**src/rtl/dino_frame_scheduler.sv**
```systemverilog
// Per-frame game-update sequencer for the DINO VGA renderer: detects vertical blank, then runs
// jump physics, obstacle scroll, collision and commit. Optional macro: DINO_SPEEDUP_EN.
module dino_frame_scheduler #(
    parameter int V_ACTIVE     = 480,
    parameter int GROUND_Y     = 200,
    parameter int DINO_X       = 80,
    parameter int SPRITE_W     = 8,
    parameter int JUMP_V0      = 12,
    parameter int GRAVITY      = 1,
    parameter int OBST_START_X = 640,
    parameter int OBST_SPEED   = 4
) (
    input  logic        clk,
    input  logic        rst,
    input  logic [9:0]  counter_x,
    input  logic [9:0]  counter_y,
    input  logic        jump_btn,
    output logic        frame_tick,
    output logic [8:0]  dino_y,
    output logic [9:0]  obst_x,
    output logic [15:0] score,
    output logic [1:0]  game_state,
    output logic        collision
);

    typedef enum logic [2:0] {
        SEQ_IDLE   = 3'd0,
        SEQ_PHYS   = 3'd1,
        SEQ_OBST   = 3'd2,
        SEQ_COLL   = 3'd3,
        SEQ_COMMIT = 3'd4
    } seq_e;

    typedef enum logic [1:0] {
        ST_READY = 2'd0,
        ST_RUN   = 2'd1,
        ST_OVER  = 2'd2
    } game_e;

    localparam logic [9:0]         V_ACT    = 10'(V_ACTIVE);
    localparam logic [8:0]         GND_Y    = 9'(GROUND_Y);
    localparam logic signed [10:0] GND_Y_S  = 11'(GROUND_Y);
    localparam logic [9:0]         START_X  = 10'(OBST_START_X);
    localparam logic signed [5:0]  V0       = 6'(JUMP_V0);
    localparam logic signed [5:0]  GRAV     = 6'(GRAVITY);
    localparam logic [10:0]        HIT_X_HI = 11'(DINO_X + SPRITE_W);
    localparam logic [10:0]        HIT_X_LO = 11'(DINO_X);
    localparam logic [10:0]        SPR_W    = 11'(SPRITE_W);

    seq_e              seq_q, seq_d;
    logic              tick_q, tick_d;
    logic              jump_prev_q;
    logic              pending_q, pending_d;
    logic              air_q, air_d;
    logic signed [5:0] vel_q, vel_d;
    logic              move_q, move_d;

    // Shadow copy of the game, advanced step by step while the renderer still shows the old frame.
    logic [8:0]        y_sh_q, y_sh_d;
    logic [9:0]        x_sh_q, x_sh_d;
    logic [15:0]       score_sh_q, score_sh_d;
    game_e             state_sh_q, state_sh_d;
    logic              coll_sh_q, coll_sh_d;

    logic [8:0]        dino_y_q, dino_y_d;
    logic [9:0]        obst_x_q, obst_x_d;
    logic [15:0]       score_q, score_d;
    game_e             state_q, state_d;
    logic              coll_q, coll_d;

    logic              jump_edge;
    logic              hit;
    logic [9:0]        speed;
    logic signed [5:0] vel_use;
    logic signed [10:0] y_next;

`ifdef DINO_SPEEDUP_EN
    logic [16:0] speed_sum;

    always_comb begin
        speed_sum = 17'(OBST_SPEED) + 17'(score_sh_q >> 3);
        speed     = (speed_sum > 17'd15) ? 10'd15 : 10'(speed_sum);
    end
`else
    assign speed = 10'(OBST_SPEED);
`endif

    assign hit = ({1'b0, x_sh_q} < HIT_X_HI) &&
                 (({1'b0, x_sh_q} + SPR_W) > HIT_X_LO) &&
                 (({2'b00, y_sh_q} + SPR_W) > {2'b00, GND_Y});

    always_comb begin
        // NOTE: every signal written here gets a default first so no path can infer a latch.
        seq_d      = seq_q;
        tick_d     = (counter_x == 10'd0) && (counter_y == V_ACT);
        jump_edge  = jump_btn & ~jump_prev_q;
        pending_d  = pending_q | jump_edge;
        air_d      = air_q;
        vel_d      = vel_q;
        move_d     = move_q;
        y_sh_d     = y_sh_q;
        x_sh_d     = x_sh_q;
        score_sh_d = score_sh_q;
        state_sh_d = state_sh_q;
        coll_sh_d  = coll_sh_q;
        dino_y_d   = dino_y_q;
        obst_x_d   = obst_x_q;
        score_d    = score_q;
        state_d    = state_q;
        coll_d     = coll_q;
        vel_use    = vel_q;
        y_next     = '0;

        unique case (seq_q)
            SEQ_IDLE: begin
                if (tick_q) seq_d = SEQ_PHYS;
            end
            SEQ_PHYS: begin
                seq_d     = SEQ_OBST;
                pending_d = jump_edge;  // an edge arriving now survives the clear
                move_d    = 1'b0;
                if (state_sh_q == ST_OVER) begin
                    if (pending_q) begin
                        y_sh_d     = GND_Y;
                        x_sh_d     = START_X;
                        score_sh_d = 16'd0;
                        coll_sh_d  = 1'b0;
                        air_d      = 1'b0;
                        vel_d      = '0;
                        state_sh_d = ST_RUN;
                    end
                end else if (state_sh_q == ST_RUN || pending_q) begin
                    state_sh_d = ST_RUN;
                    move_d     = 1'b1;
                    if (air_q || pending_q) begin
                        vel_use = air_q ? vel_q : V0;
                        y_next  = {2'b00, y_sh_q} - {{5{vel_use[5]}}, vel_use};
                        if (y_next >= GND_Y_S) begin
                            y_sh_d = GND_Y;
                            air_d  = 1'b0;
                            vel_d  = '0;
                        end else begin
                            y_sh_d = (y_next < 11'sd0) ? 9'd0 : y_next[8:0];
                            air_d  = 1'b1;
                            vel_d  = vel_use - GRAV;
                        end
                    end
                end
            end
            SEQ_OBST: begin
                seq_d = SEQ_COLL;
                if (move_q) begin
                    if (x_sh_q < speed) begin
                        x_sh_d = START_X;
                        if (score_sh_q != 16'hFFFF) score_sh_d = score_sh_q + 16'd1;
                    end else begin
                        x_sh_d = x_sh_q - speed;
                    end
                end
            end
            SEQ_COLL: begin
                seq_d = SEQ_COMMIT;
                if (move_q && hit) begin
                    coll_sh_d  = 1'b1;
                    state_sh_d = ST_OVER;
                end
            end
            SEQ_COMMIT: begin
                seq_d    = SEQ_IDLE;
                dino_y_d = y_sh_q;
                obst_x_d = x_sh_q;
                score_d  = score_sh_q;
                state_d  = state_sh_q;
                coll_d   = coll_sh_q;
            end
            default: seq_d = SEQ_IDLE;
        endcase
    end

    // NOTE: state uses non-blocking assignments and a reset sampled on the clock edge only.
    always_ff @(posedge clk) begin
        if (!rst) begin
            seq_q       <= SEQ_IDLE;
            tick_q      <= 1'b0;
            jump_prev_q <= 1'b0;
            pending_q   <= 1'b0;
            air_q       <= 1'b0;
            vel_q       <= '0;
            move_q      <= 1'b0;
            y_sh_q      <= GND_Y;
            x_sh_q      <= START_X;
            score_sh_q  <= 16'd0;
            state_sh_q  <= ST_READY;
            coll_sh_q   <= 1'b0;
            dino_y_q    <= GND_Y;
            obst_x_q    <= START_X;
            score_q     <= 16'd0;
            state_q     <= ST_READY;
            coll_q      <= 1'b0;
        end else begin
            seq_q       <= seq_d;
            tick_q      <= tick_d;
            jump_prev_q <= jump_btn;
            pending_q   <= pending_d;
            air_q       <= air_d;
            vel_q       <= vel_d;
            move_q      <= move_d;
            y_sh_q      <= y_sh_d;
            x_sh_q      <= x_sh_d;
            score_sh_q  <= score_sh_d;
            state_sh_q  <= state_sh_d;
            coll_sh_q   <= coll_sh_d;
            dino_y_q    <= dino_y_d;
            obst_x_q    <= obst_x_d;
            score_q     <= score_d;
            state_q     <= state_d;
            coll_q      <= coll_d;
        end
    end

    assign frame_tick = tick_q;
    assign dino_y     = dino_y_q;
    assign obst_x     = obst_x_q;
    assign score      = score_q;
    assign game_state = state_q;
    assign collision  = coll_q;

endmodule

```
**config.mk**
```make
export PLATFORM = sky130hd
export DESIGN_NAME = dino_frame_scheduler
export DESIGN_NICKNAME = d
export VERILOG_FILES = /design/src/rtl/dino_frame_scheduler.sv
export SDC_FILE = /design/constraint.sdc
export NUM_CORES = 1
export LEC_CHECK = 0
export CORE_MARGIN = 2
export CORE_UTILIZATION = 45
export DETAILED_ROUTE_END_ITERATION = 16
export GPL_TIMING_DRIVEN = 0
export MAX_ROUTING_LAYER = met4
export PLACE_DENSITY = 0.71
export SYNTH_ARGS = -nofsm -noshare
export SYNTH_HDL_FRONTEND = slang
export SYNTH_SLANG_ARGS = --single-unit
```
**constraint.sdc**
```tcl
create_clock -name clk -period 6.7 [get_ports clk]
set_clock_uncertainty 0.05 [all_clocks]
set_input_delay 1.005 -clock clk [delete_from_list [all_inputs] [get_ports clk]]
set_output_delay 1.005 -clock clk [all_outputs]
set_load 0.05 [all_outputs]
```
### Word-level counts from Yosys, hierarchy flattened

Cells that the tools add are included.

| storage, ports and cells | value |
|---|---|
| bits in writable memories | 0 |
| latch bits | 0 |
| output and inout bits | 39 |
| memories | 0 |
| logic and storage cells | 108 |
| bits of input ports | 23 |
| bits in read-only memories | 0 |
| register bits | 90 |

| cells by class | value |
|---|---|
| divide/modulo/power cells | 0 |
| equal/unequal tests | 18 |
| mux-type cells | 41 |
| $lt $le $gt $ge | 6 |
| add/subtract/negate cells | 6 |
| reduce and logical (&&, ||, !) cells | 17 |
| bitwise gates (word level) | 3 |
| multiply operators | 0 |
| shift operators | 0 |

Operators by type and width:

| cell | count |
|---|---|
| two-way mux 16 bit | 5 |
| two-way mux 9 bit | 6 |
| two-way mux 10 bit | 4 |
| two-way mux 6 bit | 6 |
| one-hot mux 16 bit (2 select lines) | 1 |
| one-hot mux 10 bit (2 select lines) | 1 |
| adder 16 x 1 -> 16 bit (second input constant) | 1 |
| inequality test 16 bit (second input constant) | 1 |
| inequality test 2 bit (second input constant) | 8 |
| AND reduction 4 bit | 4 |
| one-hot mux 3 bit (4 select lines) | 1 |
| adder 10 x 4 -> 11 bit (second input constant) | 1 |
| >= comparator 11 x 9 -> 1 bit (second input constant) | 1 |
| greater-than comparator 11 x 7 -> 1 bit (second input constant) | 1 |
| < comparator 11 x 1 -> 1 bit (second input constant) | 1 |
| subtractor 10 x 6 -> 11 bit | 1 |
| adder 9 x 4 -> 10 bit (second input constant) | 1 |
| equality test 10 x 9 -> 1 bit (second input constant) | 1 |
| greater-than comparator 10 x 8 -> 1 bit (second input constant) | 1 |
| logical NOT 10 bit | 1 |
| < comparator 10 x 3 -> 1 bit (second input constant) | 1 |
| < comparator 10 x 7 -> 1 bit (second input constant) | 1 |
| two-way mux 1 bit | 10 |
| subtractor 10 x 3 -> 10 bit (second input constant) | 1 |
| other kinds (19) | 31 |

### Logic depth before layout (Yosys ltp)

| depth | value |
|---|---|
| depth in word-level cells | 8 |
| depth in mapped cells | 15 |
| gate-level depth less buffers | 12 |

### Least setup slack after synthesis

No wires, ideal clock.

| timing path | value |
|---|---|
| path kind | reg-to-reg |
| start point | reg air_q |
| end point | reg vel_q[5] |
| arrival time | 2.923 ns |
| path slack | 3.656 ns |
| data required time | 6.580 ns |
| setup time | 0.070 ns |
| clock period less this slack | 3.044 ns |
| stages on the path, launching flop included | 16 |
| path buffers | 3 |
| cells stage by stage | dfxtp_1 > buf_4 > clkbuf_1 > nand2_1 > inv_1 > ha_1 > fa_1 > nor4b_1 > a31oi_1 > a21boi_1 > mux2i_1 > o2111ai_1 > a41oi_4 > buf_6 > o2111ai_1 > a21oi_1 |

| between the ends | value |
|---|---|
| longest elaborated chain between the ends | 7 |
| elaborated cells on any way between the ends | 11 |
| classes of those cells | add/sub: 2; order compare: 1; mux: 5; reduce/logical: 3 |

Ends and longest elaborated chain:

| what | line | text |
|---|---|---|
| from (decl) | 54 | `logic air_q, air_d;` |
| from (signal assigned) | 205 | `air_q <= air_d;` |
| two-way mux 6 bit | 136 | `vel_use = air_q ? vel_q : V0;` |
| subtractor 10 x 6 -> 11 bit | 137 | `y_next = {2'b00, y_sh_q} - {{5{vel_use[5]}}, vel_use};` |
| >= comparator 11 x 9 -> 1 bit | 138 | `if (y_next >= GND_Y_S) begin` |
| two-way mux 6 bit | 138 |  |
| two-way mux 6 bit | 135 | `if (air_q \|\| pending_q) begin` |
| two-way mux 6 bit | 132 | `end else if (state_sh_q == ST_RUN \|\| pending_q) begin` |
| two-way mux 6 bit | 122 | `if (state_sh_q == ST_OVER) begin` |
| to (signal assigned) | 206 | `vel_q <= vel_d;` |
| to (decl) | 55 | `logic signed [5:0] vel_q, vel_d;` |

Several ways; a longest one is shown, not always the timed one. The select of a mux whose other input is x is not followed.
A chain may end at the register's enable or synchronous reset.

### Worst setup path in the final report

| timing path | value |
|---|---|
| start point | reg air_q |
| end point | reg y_sh_q[5] |

| between the ends | value |
|---|---|
| longest elaborated chain between the ends | 8 |
| elaborated cells on any way between the ends | 12 |
| classes of those cells | add/sub: 1; order compare: 2; mux: 6; reduce/logical: 3 |

Ends and longest elaborated chain:

| what | line | text |
|---|---|---|
| two-way mux 6 bit | 136 |  |
| subtractor 10 x 6 -> 11 bit | 137 |  |
| < comparator 11 x 1 -> 1 bit | 143 | `y_sh_d = (y_next < 11'sd0) ? 9'd0 : y_next[8:0];` |
| two-way mux 9 bit | 143 |  |
| two-way mux 9 bit | 138 |  |
| two-way mux 9 bit | 135 |  |
| two-way mux 9 bit | 132 |  |
| two-way mux 9 bit | 122 |  |
| to (signal assigned) | 208 | `y_sh_q <= y_sh_d;` |
| to (decl) | 59 | `logic [8:0] y_sh_q, y_sh_d;` |

Several ways; a longest one is shown, not always the timed one. The select of a mux whose other input is x is not followed.

==> reports/metrics.csv <==
stage;metric;value;unit
timing;fmax;278.4;MHz
finish;Util after Layout;55.37;%
yosys;Post-Syn Area;4448;um^2
timing;Slew HR;53.28;%
clock_network;insertion delay to the later sink of the worst-skew pair;0.34;ns
grt;GR peak layer;met2;
grt;largest net degree at the start of global routing;14;
yosys;leading area contributor after synthesis;dfxtp_1;
finish;number of fillers in the final layout;939;
finish;share of layout cells above drive strength 1;7.074;%
timing;count of final max-slew check failures;0;
yosys;post-synthesis cell type count;77;
timing;setup tns final;0;ns
timing;Final period util;53.62;%
yosys;synthesized flop and latch total;86;
min_path;worst min path class;reg2reg;
place;# port buffers;59;
power;PwrDens;158.4;nW/um^2
grt;met1 Track Usage GR;27.53;%
route;Iteration-0 DRC Markers;171;
yosys;share of the synthesized area in the top cell type;38.71;%
floorplanning;chip width;103.4;um
grt;GRT Util Overall;21.46;%
yosys;FFs w/ async S/R, synth;0;%
clock_network;CTS tree;yes;
clock_network;CTS root buf;clkbuf_8;
timing;RSZ-0062 raised after global routing;no;
clock_network;Post-CTS Resized;0;
grt;global-route wire length before repair;17620;um
power;Leakage;1.914;nW
yosys;EDFF count, synth;0;
place;dpl cells;741;
critical_path;kind of critical path;reg2reg;
critical_path;critical path required time;6.92;ns
grt;vias in the first global route;3815;
clock_network;hold-fix buffer count after cts;0;
place;placed cell area;5209;um^2
floorplanning;Cell Rows;36;
finish;design area;5363;um^2
critical_path;critical path endpoint category;flip-flop;
place;GPL Wtd Cong;0.9125;
route;drt wl/cell;14.25;um
floorplanning;num ports;62;
route;Vias;4042;
route;DR vias/cell;5.354;
timing;final hold violation count;0;
grt;antenna violations before repair;0;
clock_network;Max clock buf depth;2;
finish;antenna cells;0;
outcome;outcome;completed;
yosys;yosys warns;0;
finish;Final nets;659;
finish;most frequent cells in the layout;nand2_1, dfxtp_1, clkdlybuf4s50_1, nor2_1, a21oi_1;
power;peak supply drop;0.0001322;V
min_path;min-delay src;obst_x[6];
finish;post-route insts no fill;755;
yosys;post-synthesis sequential area ratio;38.71;%
route;Post-DRT Antenna Nets;0;
floorplanning;Die Y;103.4;um
timing;worst slew pin tran;0.6962;ns
clock_network;# clock sinks;86;
yosys;dominant synthesized flop cell;dfxtp_1;
critical_path;CP Launch Point;air_q;
critical_path;critical path launch point type;flip-flop;
route;drt first pass iters;4;
route;sum of routed wire length over all layers;10760;um
floorplanning;Starting Density;45.93;%
grt;M2 GR Usage;34.74;%
grt;met3 Use GR;3.965;%
yosys;synth top area cells;dfxtp_1, nand2_1, a21oi_1;
critical_path;Max Fanout on Critical Path;10;
critical_path;crit path DAT;3.81;ns
clock_network;H-tree depth;3;
grt;grt total ovfl;0;
finish;Layout Area Growth over Synthesis;20.56;%
clock_network;Worst-path clk slew;0.08;ns
finish;register area;1722;um^2
clock_network;Post-CTS Setup Inserts;0;
place;post-DP HPWL;8191;um
yosys;Post-Syn Instances;548;
floorplanning;Placeable Area;9684;um^2
yosys;Avg Cell Area, Syn;8.117;um^2
finish;multi-input logic area;2495;um^2
timing;Tmin final;3.592;ns
route;DRC viols;0;
critical_path;reg2reg start;air_q;
finish;commonest non-fill, non-tap cell in the layout;nand2_1;
job;max-cap violations;0;
clock_network;clock buffer count from CTS;9;
timing;# setup viols final;0;
floorplanning;Die ar.;10700;um^2
==> worst max-delay path: stages (launching register included) <==
cell,delay [ns]
dfxtp_1,0.30
buf_4,0.15
clkbuf_1,0.23
nand2_1,0.19
inv_1,0.06
ha_1,0.20
fa_1,0.42
nor4b_1,0.26
a31oi_1,0.12
a21boi_1,0.20
mux2i_1,0.20
o2111ai_1,0.23
a41oi_4,0.42
buf_6,0.20
nand4_1,0.11
a21oi_1,0.16
==> power by group <==
group	total (W)	switching, W	internal (W)
Clock	0.000306	0.000176	0.000130
Sequential	0.000511	0.000000169	0.000511
Combinational	0.0000318	0.0000169	0.0000149
Total	0.000850	0.000193	0.000656
==> area by class of cell <==
| type | instances | share of cell area, % |
|---|---|---|
| Clock inverter | 4 | 0.4900 |
| Tap cell | 133 | 3.103 |
| Sequential cell | 86 | 32.10 |
| Clock buffer | 10 | 2.380 |
| Multi-Input combinational cell | 412 | 46.52 |
| Timing Repair Buffer | 59 | 11.01 |
| Buffer | 28 | 2.776 |
| Inverter | 23 | 1.610 |
==> sequential cells by signal (all words and copies together) (netlist names) <==
signal	flops
state_sh_q	2
move_q	1
x_sh_q	8
air_q	1
pending_q	1
seq_q	3
coll_sh_q	1
jump_prev_q	1
y_sh_q	9
score	16
game_state	2
frame_tick	1
score_sh_q	16
collision	1
vel_q	6
obst_x	8
dino_y	9
==> Yosys cell counts (3+ instances only) <==
master,instances
o211ai_1,4
nor3_1,11
o21ai_1,6
and3_1,6
dfxtp_1,86
inv_1,22
ha_1,16
nand2b_1,8
nand4_1,10
nor2_1,54
nand3_1,12
nor2b_1,6
a21oi_1,49
and2_1,3
nand2_1,107
buf_6,3
nor3b_1,4
clkbuf_1,17
xnor2_1,13
a31oi_1,4
buf_4,5
a32oi_1,7
o2111ai_1,4
nor4_1,8
o21ai_0,8
or3_1,3
xor2_1,15
==> routing by layer <==
metal	up-vias	wire, um
li1	2037	-
met1	1885	5132
met2	109	4997
met3	11	474
met4	0	153
met5	-	0
==> per-stage QoR <==
stage	hold slack (ns)	worst slack, ns	power [W]
3_3_place_gp	0.3857	3.216	0.0005553
2_1_floorplan	0.3758	3.656	0.0005372
4_1_cts	0.4057	3.106	0.0008574
6_report	0.4061	3.108	0.0008496
3_5_place_dp	0.3923	3.120	0.0005557
5_1_grt	0.4217	2.863	0.0008769
==> cell families after synthesis <==
group | share of synthesized area, %
and+or+nand+nor | 27.12
AOI/OAI and AO/OA | 17.38
DFF | 38.71
buffers and inverters | 5.288
xor gates and xnor gates | 6.245
adders and majority gates | 4.951
other | 0.08431
muxes | 0.2250
==> final timing paths <==
| kind | end | slack (ns) | depth (start not counted) |
|---|---|---|---|
| setup / recovery | y_sh_q[5] | 3.11 | 15 |
| hold / removal | obst_x[6] | 0.41 | 2 |
| setup reg to reg | y_sh_q[5] | 3.11 | 15 |
| hold reg to reg | obst_x[6] | 0.41 | 2 |
(Power assumes the default switching activity.)
